<file path="config.mk">
export PLATFORM = sky130hd
export DESIGN_NAME = jt6295_adpcm_dec
export DESIGN_NICKNAME = d
export VERILOG_FILES = /design/src/rtl/jt6295_pkg.sv /design/src/rtl/jt6295_adpcm_step.sv /design/src/rtl/jt6295_adpcm_dec.sv
export SDC_FILE = /design/constraint.sdc
export NUM_CORES = 1
export LEC_CHECK = 0
export CAP_MARGIN = 0
export CORE_MARGIN = 4
export CORE_UTILIZATION = 66
export CTS_BUF_LIST = sky130_fd_sc_hd__clkbuf_4
export DETAILED_ROUTE_END_ITERATION = 12
export PLACE_DENSITY = 0.85
export SLEW_MARGIN = 20
export SYNTH_ARGS = -nofsm -noshare
export SYNTH_HDL_FRONTEND = slang
export SYNTH_SLANG_ARGS = --single-unit
</file>
<file path="constraint.sdc">
create_clock -name clk -period 12.4 [get_ports clk]
set_input_delay 1.86 -clock clk [delete_from_list [all_inputs] [get_ports clk]]
set_output_delay 1.86 -clock clk [all_outputs]
set_load 0.1 [all_outputs]
</file>
<file path="src/rtl/jt6295_pkg.sv">
// Shared constants, tables and types for the jt6295 ADPCM decoder.
// Optional feature macro: JT6295_ADPCM_SAT_EN (saturate decoded signal instead of wrapping).
package jt6295_pkg;

   localparam int unsigned SW      = 12;  // sample width
   localparam int unsigned IDXW    = 6;   // step-index width
   localparam int unsigned STEPW   = 11;  // step-table entry width
   localparam int unsigned CHN     = 4;   // channels per frame
   localparam int unsigned CHW     = 2;   // channel index width
   localparam int unsigned NIBW    = 4;   // ADPCM code width
   localparam int unsigned ATTW    = 4;   // attenuation code width
   localparam int unsigned VOLW    = 6;   // volume multiplier width
   localparam int unsigned ADJW    = 5;   // index adjust width (+8 needs 5 signed bits)
   localparam int unsigned DIFFW   = 13;  // delta magnitude width
   localparam int unsigned ACCW    = 14;  // signal + delta width
   localparam int unsigned PRODW   = 18;  // attenuation product width
   localparam int unsigned STEP_N  = 49;
   localparam int unsigned VOL_N   = 9;

   localparam logic [IDXW-1:0] IDX_MAX = IDXW'(48);

   localparam logic [STEPW-1:0] STEP_TBL [STEP_N] = '{
      11'd16,   11'd17,   11'd19,   11'd21,   11'd23,   11'd25,   11'd28,
      11'd31,   11'd34,   11'd37,   11'd41,   11'd45,   11'd50,   11'd55,
      11'd60,   11'd66,   11'd73,   11'd80,   11'd88,   11'd97,   11'd107,
      11'd118,  11'd130,  11'd143,  11'd157,  11'd173,  11'd190,  11'd209,
      11'd230,  11'd253,  11'd279,  11'd307,  11'd337,  11'd371,  11'd408,
      11'd449,  11'd494,  11'd544,  11'd598,  11'd658,  11'd724,  11'd796,
      11'd876,  11'd963,  11'd1060, 11'd1166, 11'd1282, 11'd1411, 11'd1552
   };

   localparam logic signed [ADJW-1:0] ADJ [8] = '{
      -5'sd1, -5'sd1, -5'sd1, -5'sd1, 5'sd2, 5'sd4, 5'sd6, 5'sd8
   };

   localparam logic [VOLW-1:0] VOL_TBL [VOL_N] = '{
      6'd32, 6'd22, 6'd16, 6'd11, 6'd8, 6'd6, 6'd4, 6'd3, 6'd2
   };

   // Stage-1 to stage-2 payload
   typedef struct packed {
      logic signed [SW-1:0]   sig;
      logic        [ATTW-1:0] att;
   } s1_t;

   // Attenuation codes past the table mute the channel
   function automatic logic [VOLW-1:0] vol_of(input logic [ATTW-1:0] att);
      if (att < ATTW'(VOL_N)) return VOL_TBL[att];
      else                    return '0;
   endfunction

endpackage

</file>
<file path="src/rtl/jt6295_adpcm_step.sv">
// One OKI ADPCM decode step: (signal, index, nibble) -> (next signal, next index).
// Optional feature macro: JT6295_ADPCM_SAT_EN (saturate instead of wrap).
module jt6295_adpcm_step
   import jt6295_pkg::*;
(
   input  logic signed [SW-1:0]   sig_i,
   input  logic        [IDXW-1:0] idx_i,
   input  logic        [NIBW-1:0] nib_i,
   output logic signed [SW-1:0]   sig_o,
   output logic        [IDXW-1:0] idx_o
);

   localparam logic signed [ACCW-1:0] ACC_MAX = 14'sd2047;
   localparam logic signed [ACCW-1:0] ACC_MIN = -14'sd2048;

   logic        [STEPW-1:0]  step;
   logic        [DIFFW-1:0]  diff;
   logic signed [ACCW-1:0]   acc;
   logic signed [IDXW+1:0]   idx_s;

   // Delta from step magnitude bits, then signed accumulate and index adjust
   always_comb begin
      step = STEP_TBL[idx_i];
      diff = DIFFW'(step >> 3)
           + (nib_i[2] ? DIFFW'(step)      : '0)
           + (nib_i[1] ? DIFFW'(step >> 1) : '0)
           + (nib_i[0] ? DIFFW'(step >> 2) : '0);

      if (nib_i[3]) acc = ACCW'(sig_i) - $signed(ACCW'(diff));
      else          acc = ACCW'(sig_i) + $signed(ACCW'(diff));

`ifdef JT6295_ADPCM_SAT_EN
      if (acc > ACC_MAX)      sig_o = 12'sd2047;
      else if (acc < ACC_MIN) sig_o = -12'sd2048;
      else                    sig_o = acc[SW-1:0];
`else
      sig_o = acc[SW-1:0];
`endif

      idx_s = $signed({2'b00, idx_i}) + (IDXW+2)'(ADJ[nib_i[2:0]]);
      if (idx_s < 8'sd0)                        idx_o = '0;
      else if (idx_s > $signed({2'b00, IDX_MAX})) idx_o = IDX_MAX;
      else                                      idx_o = idx_s[IDXW-1:0];
   end

endmodule

</file>
<file path="src/rtl/jt6295_adpcm_dec.sv">
// Four-slot time-multiplexed OKI ADPCM decoder with per-slot attenuation.
// Optional feature macro: JT6295_ADPCM_SAT_EN (handled in jt6295_adpcm_step).
module jt6295_adpcm_dec
   import jt6295_pkg::*;
(
   input  logic                 clk,
   input  logic                 rst,
   input  logic                 cen,
   input  logic                 cen4,
   input  logic                 start,
   input  logic                 en,
   input  logic                 nib_vld,
   input  logic [NIBW-1:0]      nib,
   input  logic [ATTW-1:0]      att,
   output logic [CHW-1:0]       ch,
   output logic signed [SW-1:0] sound_out
);

   logic        [CHW-1:0]  ch_q, ch_d;
   logic signed [SW-1:0]   snd_q, snd_d;
   s1_t                    s1_q, s1_d;
   logic signed [SW-1:0]   sig_q [CHN];
   logic        [IDXW-1:0] idx_q [CHN];

   logic        [CHW-1:0]  slot_c;
   logic signed [SW-1:0]   cur_sig, step_sig, sig_d;
   logic        [IDXW-1:0] cur_idx, step_idx, idx_d;
   logic                   upd;
   logic signed [PRODW-1:0] prod;

   assign slot_c  = cen ? '0 : ch_q;
   assign cur_sig = sig_q[slot_c];
   assign cur_idx = idx_q[slot_c];

   jt6295_adpcm_step u_step (
      .sig_i (cur_sig),
      .idx_i (cur_idx),
      .nib_i (nib),
      .sig_o (step_sig),
      .idx_o (step_idx)
   );

   // Next-state: slot counter, channel state update, two pipeline stages
   always_comb begin
      ch_d  = ch_q;
      s1_d  = s1_q;
      snd_d = snd_q;
      sig_d = cur_sig;
      idx_d = cur_idx;
      upd   = 1'b0;
      prod  = $signed(PRODW'(s1_q.sig)) * $signed(PRODW'(vol_of(s1_q.att)));
      if (cen4) begin
         ch_d     = cen ? CHW'(1) : ch_q + CHW'(1);
         snd_d    = prod[SW+4:5];
         s1_d.att = att;
         s1_d.sig = '0;
         if (start) begin
            upd   = 1'b1;
            sig_d = '0;
            idx_d = '0;
         end else if (en && nib_vld) begin
            upd      = 1'b1;
            sig_d    = step_sig;
            idx_d    = step_idx;
            s1_d.sig = step_sig;
         end else if (en) begin
            s1_d.sig = cur_sig;
         end
      end
   end

   // State registers
   always_ff @(posedge clk or negedge rst) begin
      if (!rst) begin
         ch_q  <= '0;
         snd_q <= '0;
         s1_q  <= '0;
         for (int i = 0; i < CHN; i++) begin
            sig_q[i] <= '0;
            idx_q[i] <= '0;
         end
      end else begin
         ch_q  <= ch_d;
         snd_q <= snd_d;
         s1_q  <= s1_d;
         if (upd) begin
            sig_q[slot_c] <= sig_d;
            idx_q[slot_c] <= idx_d;
         end
      end
   end

   assign ch        = ch_q;
   assign sound_out = snd_q;

endmodule
</file>
==> results_dict.tcl, run 1 <==
set metrics [dict create \
    drive_gt1_share_pct 7.230 \
    num_rows 43 \
    grt_start_max_net_pins 60 \
    port_buffers 28 \
    ys.flop_type "dfrtp_1" \
    yosys-top-cells-area "dfrtp_1 (26%), fa_1 (13%), ha_1 (10%)" \
    seq_area_um2 2552 \
    cp.arrival_ns 9.89 \
    irDropWorstVdd_mv 0.1868 \
    gp_congestion 0.9361 \
    hp-class "flip-flop to flip-flop" \
    clkTransAtPathRegs_ns 0.16 \
    start_util_pct 68.59 \
    final_max_slew_viol_count 0 \
    die_h_um 129.0 \
    worstHoldPathCells 2 \
    syn_area_um2 9668 \
    ys_seq_elements 102 \
    reg2reg_depth 29 \
    drt_wl_total_mm 22.75 \
    grt_usage_pct 28.74 \
    yosys.area.top_type "dfrtp_1" \
    core-area_um2 14100 \
    num-fill-cells 1077 \
    status "completed" \
    clockBufferDepth 2 \
    crit_family "compound AO/OA/AOI/OAI gates" \
    max_slew.worst_pin.slew_ns 0.9802 \
    finalSetupViolations 0 \
    drv_cap 0 \
    finalCritPeriodShare_pct 76.33 \
    final.setup.tns_ns 0 \
    grt_pass1_vias 8042 \
    required_ns 12.83 \
    die_area_um2 16650 \
    cts_root_buffer "clkbuf_4" \
    mostFrequentLayoutCell "nand2_1" \
    routedWlPerCell_um 18.26 \
    power_leakage_uw 0.005010 \
    nets 1217 \
    post-cts-setup-buffers 0 \
    power_uw 2374 \
    cts_max_level 3 \
    r2r_slack_ns 3.93 \
    drt-pass1-iter-count 5 \
    hold-path-endpoint "sig_q[31]$_DFFE_PN0P_" \
    reg2reg_to "sig_q[11]$_DFFE_PN0P_" \
    syn-num-nets 1220 \
    antenna_found_initial 1 \
    grt_pass1_wl_mm 38.93 \
    start_kind "primary input" \
    path_buf_inv 4 \
    vias 8004 \
    clock_latency_ns 0.48 \
    cts_resized 0 \
    synth_cell_types 74 \
    fmax_ghz 0.1056 \
    rsz0062_at_grt "false" \
    ctsHoldBuffers 0 \
    cts_tree "built" \
    io_pins 29 \
    finalHoldViolCount 0 \
    criticalPathCategory "primary input to flip-flop" \
    yosysTopAreaCellShare_pct 26.40 \
    drc 0 \
    multi_input_area_um2 6549 \
    die_w_um 129.0 \
    cp_max_fo 23 \
    hpwlAfterDp_mm 16.93 \
    syn-instance-count 1063 \
    yosysWarningCount 0 \
    syn_area_per_cell_um2 9.095 \
    syn_to_final_growth_pct 5.047 \
    postSynth.asyncResetShare_pct 100.0 \
    endpoint_kind "flip-flop" \
    dr.first_iter.drc_count 531 \
    synth_edf_count 0 \
    seq_area_frac_synth_pct 26.40 \
    power.density_nw_per_um2 233.8 \
    finalClockSkew_ns 0.01773 \
    numCtsBuffers 9 \
    slew_headroom_pct 33.82 \
    postRouteAntennaNets 0 \
    vias_per_cell 6.424 \
    cp_slowest_cell "o22ai_1" \
    final_cell_mix "nand2_1 (111), dfrtp_1 (102), inv_1 (85)" \
    min_from "sig_q[31]$_DFFE_PN0P_" \
    fin_crit_ns 9.465 \
    grt_overflow 0 \
    r2r_start "ch[1]$_DFFE_PN0P_" \
    cts_sinks 102 \
    cpPeakStageDelay_ns 0.77 \
]
## worst max-delay path by stage
stage	start	cells past startpoint	slack [ns]	to
global route	cen	29	2.37	sig_q[10]$_DFFE_PN0P_
finish	cen	30	2.93	sig_q[11]$_DFFE_PN0P_
floorplan	cen	27	4.15	sig_q[11]$_DFFE_PN0P_
global placement	cen	27	2.73	s1_q[14]$_DFFE_PN0P_
CTS	cen	30	3.08	sig_q[23]$_DFFE_PN0P_
detailed placement	cen	27	2.54	s1_q[14]$_DFFE_PN0P_
## tightest hold or removal path, stage by stage (launching register included)
cell and delay [ns]:
dfrtp_1 0.37, nand2_1 0.05, o21ai_0 0.06
## synthesized netlist by cell type (all sizes together), types with 9 or more instances
master,instances
a21oi,66
a22o,24
a31oi,10
and2,45
and3,30
buf,16
clkbuf,34
dfrtp,102
fa,64
ha,78
inv,86
mux2,29
mux2i,20
nand2,111
nand3,12
nor2,65
nor2b,12
nor3,9
nor3b,10
o21ai,55
o22ai,16
o31ai,13
xnor2,25
xor2,18
## layout make-up
| class | instances | share of cell area [%] |
|---|---|---|
| multi-input cells | 822 | 64.48 |
| clock buffers | 9 | 0.6653 |
| flip-flops and latches | 102 | 25.13 |
| clock inverters | 7 | 0.8254 |
| diodes | 1 | 0.02464 |
| repair buffers | 37 | 3.400 |
| well taps | 180 | 2.218 |
| inverters | 88 | 3.252 |
## state kept, by name, summed over array words and instances (netlist names)
| signal | flops |
|---|---|
| sig_q | 48 |
| idx_q | 24 |
| s1_q | 16 |
| sound_out | 12 |
| ch | 2 |
## cell families (layout without fill, tap and decap cells)
family / after synthesis / count (layout) / synth area share, %
simple gates: 323 / 323 / 16.60
mux: 49 / 49 / 5.448
compound gates: 265 / 265 / 18.29
flops: 102 / 102 / 26.40
other cells: 0 / 1 / 0
fa+ha+maj: 142 / 142 / 23.35
xor+xnor: 43 / 43 / 3.973
buf+inv: 139 / 141 / 5.940
## per-stage QoR
step	instances	cell area, µm²	util (%)	setup WS, ns	hold slack [ns]
2_1_floorplan	1063	9668	-	4.148	0.4425
3_3_place_gp	1229	9995	70.90	2.728	0.4586
3_5_place_dp	1229	9995	70.90	2.541	0.4654
4_1_cts	1245	10150	71.98	3.082	0.5011
5_1_grt	1246	10160	72.05	2.372	0.5309
6_report	1246	10160	72.05	2.935	0.4985
## report_power, final
| part | total, µW | switching (µW) | internal (µW) |
|---|---|---|---|
| Clock | 187 | 123 | 63.9 |
| Combinational | 1690 | 1030 | 653 |
| Sequential | 501 | 72.4 | 428 |
| Total | 2370 | 1230 | 1150 |
## per-layer routing
metal	routed length [µm]	share of wire (%)	global-route usage, %	vias up
li1	-	-	-	3709
met1	9592	42	37.98	3947
met2	11290	50	49.54	301
met3	1300	5.7	3.545	47
met4	571	2.5	9.327	0
met5	0	0	0	-
No activity file was read; power rests on OpenSTA's default activity.
==> run 2, diff against run 1 <==
- CORE_UTILIZATION: 66 -> 59
- PLACE_DENSITY: 0.85 -> 0.8
- clock period: 12.4 -> 8.55 ns (I/O delays scaled with it)
==> run 2 against run 1 <==
  * Sequential power grew 46%
  * Sequential cell count did not move
  * Non-clock buffer count increased by 11
  * Wire length grew 0.36%
  * Final area up 0.96%
==> results_dict.tcl, run 2 (synthesized netlist as in run 1, its figures left out) <==
set metrics [dict create \
    syn_to_final_growth_pct 6.057 \
    final_max_slew_viol_count 0 \
    crit_family "compound AO/OA/AOI/OAI gates" \
    start_kind "primary input" \
    final_cell_mix "nand2_1 (111), dfrtp_1 (102), inv_1 (85)" \
    clock_power_share_pct 7.1 \
    num_rows 46 \
    numCtsBuffers 9 \
    power_leakage_uw 0.005055 \
    vias_per_cell 6.157 \
    post-cts-setup-buffers 0 \
    cts_resized 0 \
    grt_pass1_vias 7740 \
    final.setup.tns_ns 0 \
    drv_cap 0 \
    vias 7961 \
    cts_tree "built" \
    die_h_um 136.0 \
    port_buffers 28 \
    nets 1228 \
    fin_crit_ns 8.005 \
    crit_top_cell "a21oi_1" \
    gp_congestion 0.9666 \
    slew_headroom_pct 28.85 \
    power.density_nw_per_um2 334.3 \
    irDropWorstVdd_mv 0.3235 \
    top_layer_used "met4" \
    drt_wl_total_mm 22.83 \
    internal_power_uw 1643 \
    grt_usage_pct 25.82 \
    required_ns 8.97 \
    cp_slowest_cell "o311ai_0" \
    postRouteAntennaNets 0 \
    swShare_pct 52.07 \
    start_util_pct 60.64 \
    rsz0062_at_grt "false" \
    criticalPathCategory "primary input to flip-flop" \
    cts_sinks 102 \
    largest_reg_flops 48 \
    drc 0 \
    reg_top3 "sig_q (48), idx_q (24), s1_q (16)" \
    die_w_um 136.0 \
    core-area_um2 15940 \
    clock_latency_ns 0.49 \
    grt_pass1_wl_mm 38.67 \
    routedWlPerCell_um 17.66 \
    hpwlAfterDp_mm 16.95 \
    die_area_um2 18500 \
    cts_root_buffer "clkbuf_4" \
    mostFrequentLayoutCell "nand2_1" \
    finalClockSkew_ns 0.02383 \
    dr.first_iter.drc_count 610 \
    endpoint_kind "flip-flop" \
    clkTransAtPathRegs_ns 0.16 \
    cpPeakStageDelay_ns 0.88 \
    grt_overflow 0 \
    path_buf_inv 2 \
    status "completed" \
    p_comb_share_pct 71.6 \
    cp_max_fo 10 \
    finalCritPeriodShare_pct 93.62 \
    ctsHoldBuffers 0 \
    power_switching_uw 1785 \
    wl_met1_mm 10.43 \
    finalSetupViolations 0 \
    dr_wl_met3_mm 1.287 \
    hp-class "flip-flop to flip-flop" \
    antenna_found_initial 1 \
    cp.arrival_ns 8.42 \
    max_slew.worst_pin.slew_ns 1.054 \
    grt_start_max_net_pins 59 \
    drt-pass1-iter-count 5 \
    finalHoldViolCount 0 \
    placed_cells 1276 \
    io_pins 29 \
    regMostFlops "sig_q" \
    cts_max_level 3 \
    drive_gt1_share_pct 8.086 \
    power_frac_seq_pct 21.3 \
    final_cells 1293 \
    clockBufferDepth 2 \
    fmax_ghz 0.1249 \
    route.met2.wl_mm 10.33 \
]
## run 2: final timing paths
check | cells past startpoint | start | to | slack (ns)
min in group asynchronous | 1 | rst | idx_q[20]$_DFFE_PN0P_ | 0.77
max in group asynchronous | 2 | rst | sig_q[44]$_DFFE_PN0P_ | 6.61
max | 26 | cen | s1_q[14]$_DFFE_PN0P_ | 0.55
max reg2reg | 26 | ch[1]$_DFFE_PN0P_ | s1_q[14]$_DFFE_PN0P_ | 0.82
min reg2reg | 2 | sig_q[13]$_DFFE_PN0P_ | sig_q[13]$_DFFE_PN0P_ | 0.50
min | 2 | sig_q[13]$_DFFE_PN0P_ | sig_q[13]$_DFFE_PN0P_ | 0.50
## run 2: final cells by class
class | instances | area, µm²
Clock inverter | 7 | 53.80
Inverter | 88 | 330.3
Timing Repair Buffer | 48 | 427.9
Clock buffer | 9 | 67.56
Sequential cell | 102 | 2552
Tap cell | 216 | 270.3
Antenna cell | 1 | 2.502
Fill cell | 1332 | 5689
Multi-Input combinational cell | 822 | 6549
## run 2: through the flow
step / setup slack [ns] / cell area [µm²] / hold slack, ns / power (µW) / utilization [%]
final: 0.5455 / 10250 / 0.5015 / 3428 / 64.31
after global routing: 0.09022 / 10250 / 0.5211 / 3729 / 64.31
after CTS: 0.6083 / 10240 / 0.5015 / 3405 / 64.25
after detailed placement: 0.1204 / 10120 / 0.4667 / 3155 / 63.49
after global placement: 0.2662 / 10120 / 0.4559 / 3101 / 63.49
after floorplan: 0.7945 / 9668 / 0.4425 / 2584 / -
## run 2: worst reg2reg max path, cell delays in order, from the launching register on
cell and delay, ns:
dfrtp_1 0.64, nand2b_1 0.35, a2bb2oi_1 0.28, o22ai_1 0.13, buf_4 0.20, ha_1 0.40, nor2_1 0.16, a21oi_1 0.07
a211oi_1 0.25, a21oi_1 0.06, a21oi_1 0.35, and2_1 0.20, fa_1 0.43, fa_1 0.49, ha_1 0.30, a21o_1 0.17
and4_4 0.19, or4_4 0.48, a211oi_2 0.29, a21oi_1 0.12, xor2_1 0.17, ha_1 0.39, nand2_1 0.08, a21oi_1 0.18
o21ai_0 0.14, o311ai_0 0.88, a221o_1 0.27
## run 2: layer usage
metal | vias to the layer above | global-route usage (%)
met5 | - | 0
met4 | 0 | 9.351
met3 | 59 | 3.368
met2 | 284 | 40.59
met1 | 3880 | 36.86
li1 | 3738 | -
## run 2: power groups by stage
| stage | registers, µW | clock network, µW | logic (µW) |
|---|---|---|---|
| 2_1_floorplan | 834 | 0 | 1750 |
| 3_3_place_gp | 731 | 0 | 2370 |
| 3_5_place_dp | 737 | 0 | 2420 |
| 4_1_cts | 726 | 244 | 2430 |
| 5_1_grt | 747 | 266 | 2720 |
| 6_report | 731 | 242 | 2450 |
==> run 3, diff against run 2 <==
- ABC_AREA: unset -> 1
==> run 3 against run 2 <==
  * Clock power up 9.5%
  * Critical path depth rose by 12
  * Clock skew rose by 0.012 ns
  * Register-to-register slack improved by 0.71 ns
  * First-iteration DRC count grew 20%
  * Sequential power decreased by 9.2%
  * Hold slack gained 0.0049 ns
  * Sequential cell count unchanged
  * Global-route usage up 1.1 points
  * Synthesized area is 4.0% higher
  * Fmax increased by 2.5%
  * Clock-buffer cell count increased by 1
  * Critical endpoint is now sig_q[46]$_DFFE_PN0P_
  * Largest cell class unchanged
==> results_dict.tcl, run 3 <==
set metrics [dict create \
    clock_latency_ns 0.51 \
    yosys-top-cells-area "dfrtp_1 (25%), nand2_1 (15%), fa_1 (13%)" \
    seq_area_frac_synth_pct 25.39 \
    r2r_start "ch[0]$_DFFE_PN0P_" \
    endpoint_kind "flip-flop" \
    synthTopCellsByCount "nand2_1 (393), inv_1 (198), nor2_1 (126)" \
    finalCritPeriodShare_pct 91.35 \
    drv_cap 0 \
    start_util_pct 60.42 \
    multi_input_area_um2 6554 \
    finalClockSkew_ns 0.03575 \
    yosys.area.top_type "dfrtp_1" \
    postSynth.asyncResetShare_pct 100.0 \
    die_h_um 138.5 \
    ctsHoldBuffers 0 \
    cts_root_buffer "clkbuf_4" \
    power_switching_uw 1430 \
    ys.flop_type "dfrtp_1" \
    hp-class "flip-flop to flip-flop" \
    antenna_found_initial 0 \
    final.setup.tns_ns 0 \
    hpwlAfterDp_mm 20.01 \
    die_w_um 138.5 \
    grt_pass1_vias 9122 \
    port_buffers 28 \
    cp.arrival_ns 8.24 \
    gp_congestion 0.9931 \
    rsz0062_at_grt "false" \
    largest_reg_flops 48 \
    min_from "idx_q[9]$_DFFE_PN0P_" \
    fmax_ghz 0.1280 \
    drc 0 \
    clkTransAtPathRegs_ns 0.19 \
    post-cts-setup-buffers 0 \
    criticalPathCategory "primary input to flip-flop" \
    max_slew.worst_pin.slew_ns 0.9896 \
    reg2reg_depth 36 \
    postRouteAntennaNets 0 \
    vias_per_cell 5.643 \
    yosysMostFrequentCell "nand2_1" \
    internal_power_uw 1261 \
    crit_family "simple AND/OR/NAND/NOR gates" \
    power.density_nw_per_um2 250.3 \
    grt_pass1_wl_mm 43.21 \
    yosysWarningCount 0 \
    io_pins 29 \
    power_frac_seq_pct 24.7 \
    clock_power_share_pct 9.8 \
    swShare_pct 53.15 \
    synth_cell_types 46 \
    num_rows 47 \
    crit_top_cell "nand2_1" \
    irDropWorstVdd_mv 0.1533 \
    yosysTopAreaCellShare_pct 25.39 \
    hold-path-endpoint "idx_q[9]$_DFFE_PN0P_" \
    syn_area_um2 10050 \
    final_max_slew_viol_count 0 \
    slew_headroom_pct 33.82 \
    reg2reg_to "sig_q[46]$_DFFE_PN0P_" \
    power_uw 2691 \
    power_leakage_uw 0.005768 \
    clockBufferDepth 2 \
    cpPeakStageDelay_ns 0.54 \
    die_area_um2 19190 \
    grt_start_max_net_pins 62 \
    nets 1588 \
    syn_to_final_growth_pct 6.919 \
    vias 9344 \
    start_kind "primary input" \
    syn_area_per_cell_um2 7.146 \
    regMostFlops "sig_q" \
    finalSetupViolations 0 \
    required_ns 8.98 \
    p_comb_share_pct 65.5 \
    cp_max_fo 8 \
    r2r_slack_ns 1.53 \
    numCtsBuffers 9 \
    grt_overflow 0 \
    cts_sinks 102 \
    finalHoldViolCount 0 \
    reg_top3 "sig_q (48), idx_q (24), s1_q (16)" \
    synth_edf_count 0 \
    cp_slowest_cell "fa_1" \
    status "completed" \
    syn-num-nets 1564 \
    worstHoldPathCells 2 \
    final_cell_mix "nand2_1 (393), inv_1 (198), nor2_1 (126)" \
    core-area_um2 16640 \
    dr.first_iter.drc_count 730 \
    num-fill-cells 1513 \
    seq_area_um2 2552 \
    drt_wl_total_mm 25.39 \
    cts_max_level 3 \
    fin_crit_ns 7.810 \
    cts_tree "built" \
    mostFrequentLayoutCell "nand2_1" \
    syn-instance-count 1407 \
    grt_usage_pct 26.94 \
    ys_seq_elements 102 \
    routedWlPerCell_um 15.33 \
    n_antenna_cell 0 \
    drt-pass1-iter-count 7 \
    drive_gt1_share_pct 5.153 \
    path_buf_inv 7 \
    cts_resized 0 \
]
run 3: cell types whose count changed after synthesis, sizes merged, moves of 20 or more:
cell / previous run / this run
a22o: 24 / 0
and2: 45 / 6
and3: 30 / 0
inv: 86 / 213
mux2: 29 / 0
mux2i: 20 / 0
nand2: 111 / 397
nand3: 12 / 79
nor2: 65 / 133
o21ai: 55 / 107
run 3: final cells by class:
cell class | instances | share of cell area [%]
Clock buffer | 10 | 0.6983
Clock inverter | 6 | 0.5819
Inverter | 214 | 7.472
Multi-Input combinational cell | 1056 | 60.96
Sequential cell | 102 | 23.74
Tap cell | 220 | 2.561
Timing Repair Buffer | 48 | 3.980
run 3: per-layer routing:
metal	wire [µm]	global-route usage (%)	up-vias
met4	805	9.464	0
li1	-	-	4551
met2	12290	45.58	341
met1	10660	35.30	4384
met3	1620	4.379	68
met5	0	0	-
run 3: kinds of logic (layout without fill, tap and decap cells):
group | Yosys count | count (layout) | share of synthesized area [%]
buffers and inverters | 249 | 278 | 9.432
adders and majority gates | 142 | 142 | 22.45
DFF | 102 | 102 | 25.39
xor gates and xnor gates | 29 | 29 | 2.526
AOI/OAI and AO/OA | 234 | 234 | 13.63
and+or+nand+nor | 651 | 651 | 26.58
run 3: worst register-to-register path, delay by kind of cell (launching register included):
family / cells / cell delay, ns
and+or+nand+nor: 18 / 2.51
DFF: 1 / 0.51
xor gates and xnor gates: 1 / 0.16
adders and majority gates: 6 / 2.32
buffers and inverters: 5 / 0.40
AOI/OAI and AO/OA: 6 / 1.06
run 3: power by group through the flow:
| stage | clock network (µW) | logic [µW] | registers, µW |
|---|---|---|---|
| 2_1_floorplan | 0 | 1260 | 740 |
| 3_3_place_gp | 0 | 1710 | 669 |
| 3_5_place_dp | 0 | 1740 | 670 |
| 4_1_cts | 266 | 1740 | 663 |
| 5_1_grt | 288 | 1990 | 678 |
| 6_report | 265 | 1760 | 664 |
run 3: metrics by stage:
step / hold WS [ns] / utilization [%] / area (µm²) / worst slack (ns) / std cells
2_1_floorplan: 0.4415 / - / 10050 / 1.183 / 1407
3_3_place_gp: 0.4614 / 63.77 / 10610 / 0.4542 / 1640
3_5_place_dp: 0.4657 / 63.77 / 10610 / 0.2697 / 1640
4_1_cts: 0.5048 / 64.60 / 10750 / 0.7984 / 1656
5_1_grt: 0.5261 / 64.60 / 10750 / 0.04381 / 1656
6_report: 0.5064 / 64.60 / 10750 / 0.7398 / 1656
run 3: worst max-delay path by stage:
stage | slack (ns) | end | depth (start not counted) | startpoint
2_1_floorplan | 1.18 | sig_q[10]$_DFFE_PN0P_ | 38 | cen
3_3_place_gp | 0.45 | sig_q[11]$_DFFE_PN0P_ | 40 | cen
5_1_grt | 0.04 | sig_q[34]$_DFFE_PN0P_ | 38 | cen
3_5_place_dp | 0.27 | sig_q[10]$_DFFE_PN0P_ | 38 | cen
6_report | 0.74 | sig_q[46]$_DFFE_PN0P_ | 38 | cen
4_1_cts | 0.80 | sig_q[10]$_DFFE_PN0P_ | 38 | cen
==> patch (config.mk and constraints of run 3) <==
Reset style: synchronous (`rst`), changed in one clocked block.
--- a/src/rtl/jt6295_adpcm_dec.sv
+++ b/src/rtl/jt6295_adpcm_dec.sv
@@ -72,3 +72,3 @@
    // State registers
-   always_ff @(posedge clk or negedge rst) begin
+   always_ff @(posedge clk) begin
       if (!rst) begin
Formal check against the unedited RTL: differs if rst is asserted again (counterexample within 4 cycles, from zero or initial values and one cycle with rst low); with rst held inactive, the same outputs for 4 cycles.
==> patch against run 3 <==
Wire length up 0.79%; area after synthesis is 0.16% lower; count of clock-buffer cells in the layout shrank 1; total power down 20%; maximum frequency is essentially flat; die area decreased by 0.15%; clock skew fell by 0.0059 ns; register-to-register slack improved by 0.15 ns; worst setup slack lost 0.0054 ns; hold slack gained 0.0083 ns; design area fell by 0.73%; sequential cell count did not move.
==> patch: results (changes against run 3) <==
Outcome
  • Status: completed

Synth
  • Post-synthesis async set-or-reset flop share: 0% (-100 points)
  • Synth top area cells: edfxtp_1 22%, fa_1 13%, nand2_1 10%, ha_1 9.7%, inv_1 7.8%
  • Synth warn: 0 (unchanged)
  • Ys flop type: edfxtp_1
  • Post-synth top cells: 269 x nand2_1, 208 x inv_1, 194 x nor2_1
  • Net Count, Synth: 1,492 (-4.6%)
  • Register area share after synthesis: 27.5% (+2.1 points)
  • Distinct cell type count after synthesis: 52 (+13%)
  • EDFF count, synth: 72 (+72)

STA
  • Worst slew margin: 31.2% (-2.6 points)
  • Fin Clk Skew: 0.0299 ns (-0.00590 ns)

Global route
  • Largest net degree at the start of global routing: 35 (-44%)
  • Vias in the first global route: 8,704 (-4.6%)
  • Total global routing track utilization: 26.9% (about the same)
  • Global-route wire length before repair: 42,400 um (-1.9%)

Routing
  • DRT iter0 DRCs: 723 (-0.96%)
  • TritonRoute pass-1 iters: 5 (-2)
  • Metal1 wirelength: 10,400 um (-2.0%)
  • Avg WL per Cell: 16.2 um (+5.4%)
  • Via Count: 9,013 (-3.5%)
  • Wire length on met2: 12,300 um (about the same)
  • Routed wl met3: 1920 um (+18%)

Finish
  • FILL cells: 1,429 (-5.6%)
  • Layout cells sized above 1: 6.38% (+1.2 points)
  • Fin nets: 1,515 (-4.6%)

Power and ir drop
  • Cell internal pwr: 1080 uW (-14%)
  • LEAKAGE: 0.00523 uW (-9.3%)
  • Maximum vdd drop: 0.159 mV (+3.5%)

Clocking
  • Skew-Pair Late Insertion Delay: 0.48 ns (-0.03 ns)
  • Clock-pin slew on the worst setup and hold paths: 0.17 ns (-0.02 ns)

Setup path
  • FF-to-FF Start: ch[0]$_SDFFE_PN0P_
  • Worst Setup EP: sig_q[2][10]$_SDFFCE_PN0P_
  • CP arrival: 8.15 ns (-0.09 ns)
  • Slowest-stage cell, CP: clkdlybuf4s50_1
  • Worst path max stage delay: 0.57 ns (+0.03 ns)
  • Worst R2R Setup Slack: 1.68 ns (+0.15 ns)
  • Number of cells on the worst reg-to-reg path: 39 (+8.3%)
  • Critical Path Fanout Max: 10 (+2)

Hold path
  • Hold Path End: sound_out[3]$_SDFFE_PN0P_
  • HP Start: sound_out[3]$_SDFFE_PN0P_

Place
  • GP Congestion: 0.940 (-5.4%)
  • HPWL after DPL: 20,100 um (+0.66%)
## patch: per-stage QoR
stage                     setup slack (ns)  instances  total power (uW)  instance area [um2]  hold slack, ns
final                                0.734       1583              2150                10700           0.515
after global routing                 0.177       1583              2360                10700           0.550
after CTS                            0.840       1583              2140                10700           0.516
after detailed placement             0.366       1567              1890                10500           0.479
after global placement               0.492       1567              1870                10500           0.467
after floorplan                       1.48       1335              1610                10000           0.455
## patch: power groups by stage
stage          Clock (uW)  Combinational [uW]  Sequential, uW
2_1_floorplan           0                1000             610
3_3_place_gp            0                1290             583
3_5_place_dp            0                1310             584
4_1_cts               247                1320             573
5_1_grt               270                1510             577
6_report              244                1330             574
## patch: cell type report
cell class | count | area [um2] | share of cell area, %
Sequential cell | 102 | 2760 | 25.9
Clock inverter | 7 | 62.6 | 0.586
Inverter | 227 | 852 | 7.98
Clock buffer | 9 | 67.6 | 0.633
Timing Repair Buffer | 46 | 415 | 3.89
Tap cell | 220 | 275 | 2.58
Multi-Input combinational cell | 972 | 6240 | 58.4
## patch: worst max-delay path: cells and delay by family
kind	cells	cell delay [ns]
AOI/OAI and AO/OA	6	0.84
and+or+nand+nor	19	2.37
buffers and inverters	9	1.20
adders and majority gates	6	2.28
xor gates and xnor gates	1	0.15
## patch: metal layers
layer	track usage, %	vias up
li1	-	4349
met1	34.8	4199
met2	46.0	389
met3	4.04	76
met4	9.93	0
met5	0	-
## patch: cells by family after synthesis
| logic type | synth area share (%) |
|---|---|
| compound gates | 13.2 |
| xor+xnor | 2.09 |
| fa+ha+maj | 22.5 |
| buf+inv | 10.4 |
| flops | 27.5 |
| simple gates | 24.3 |
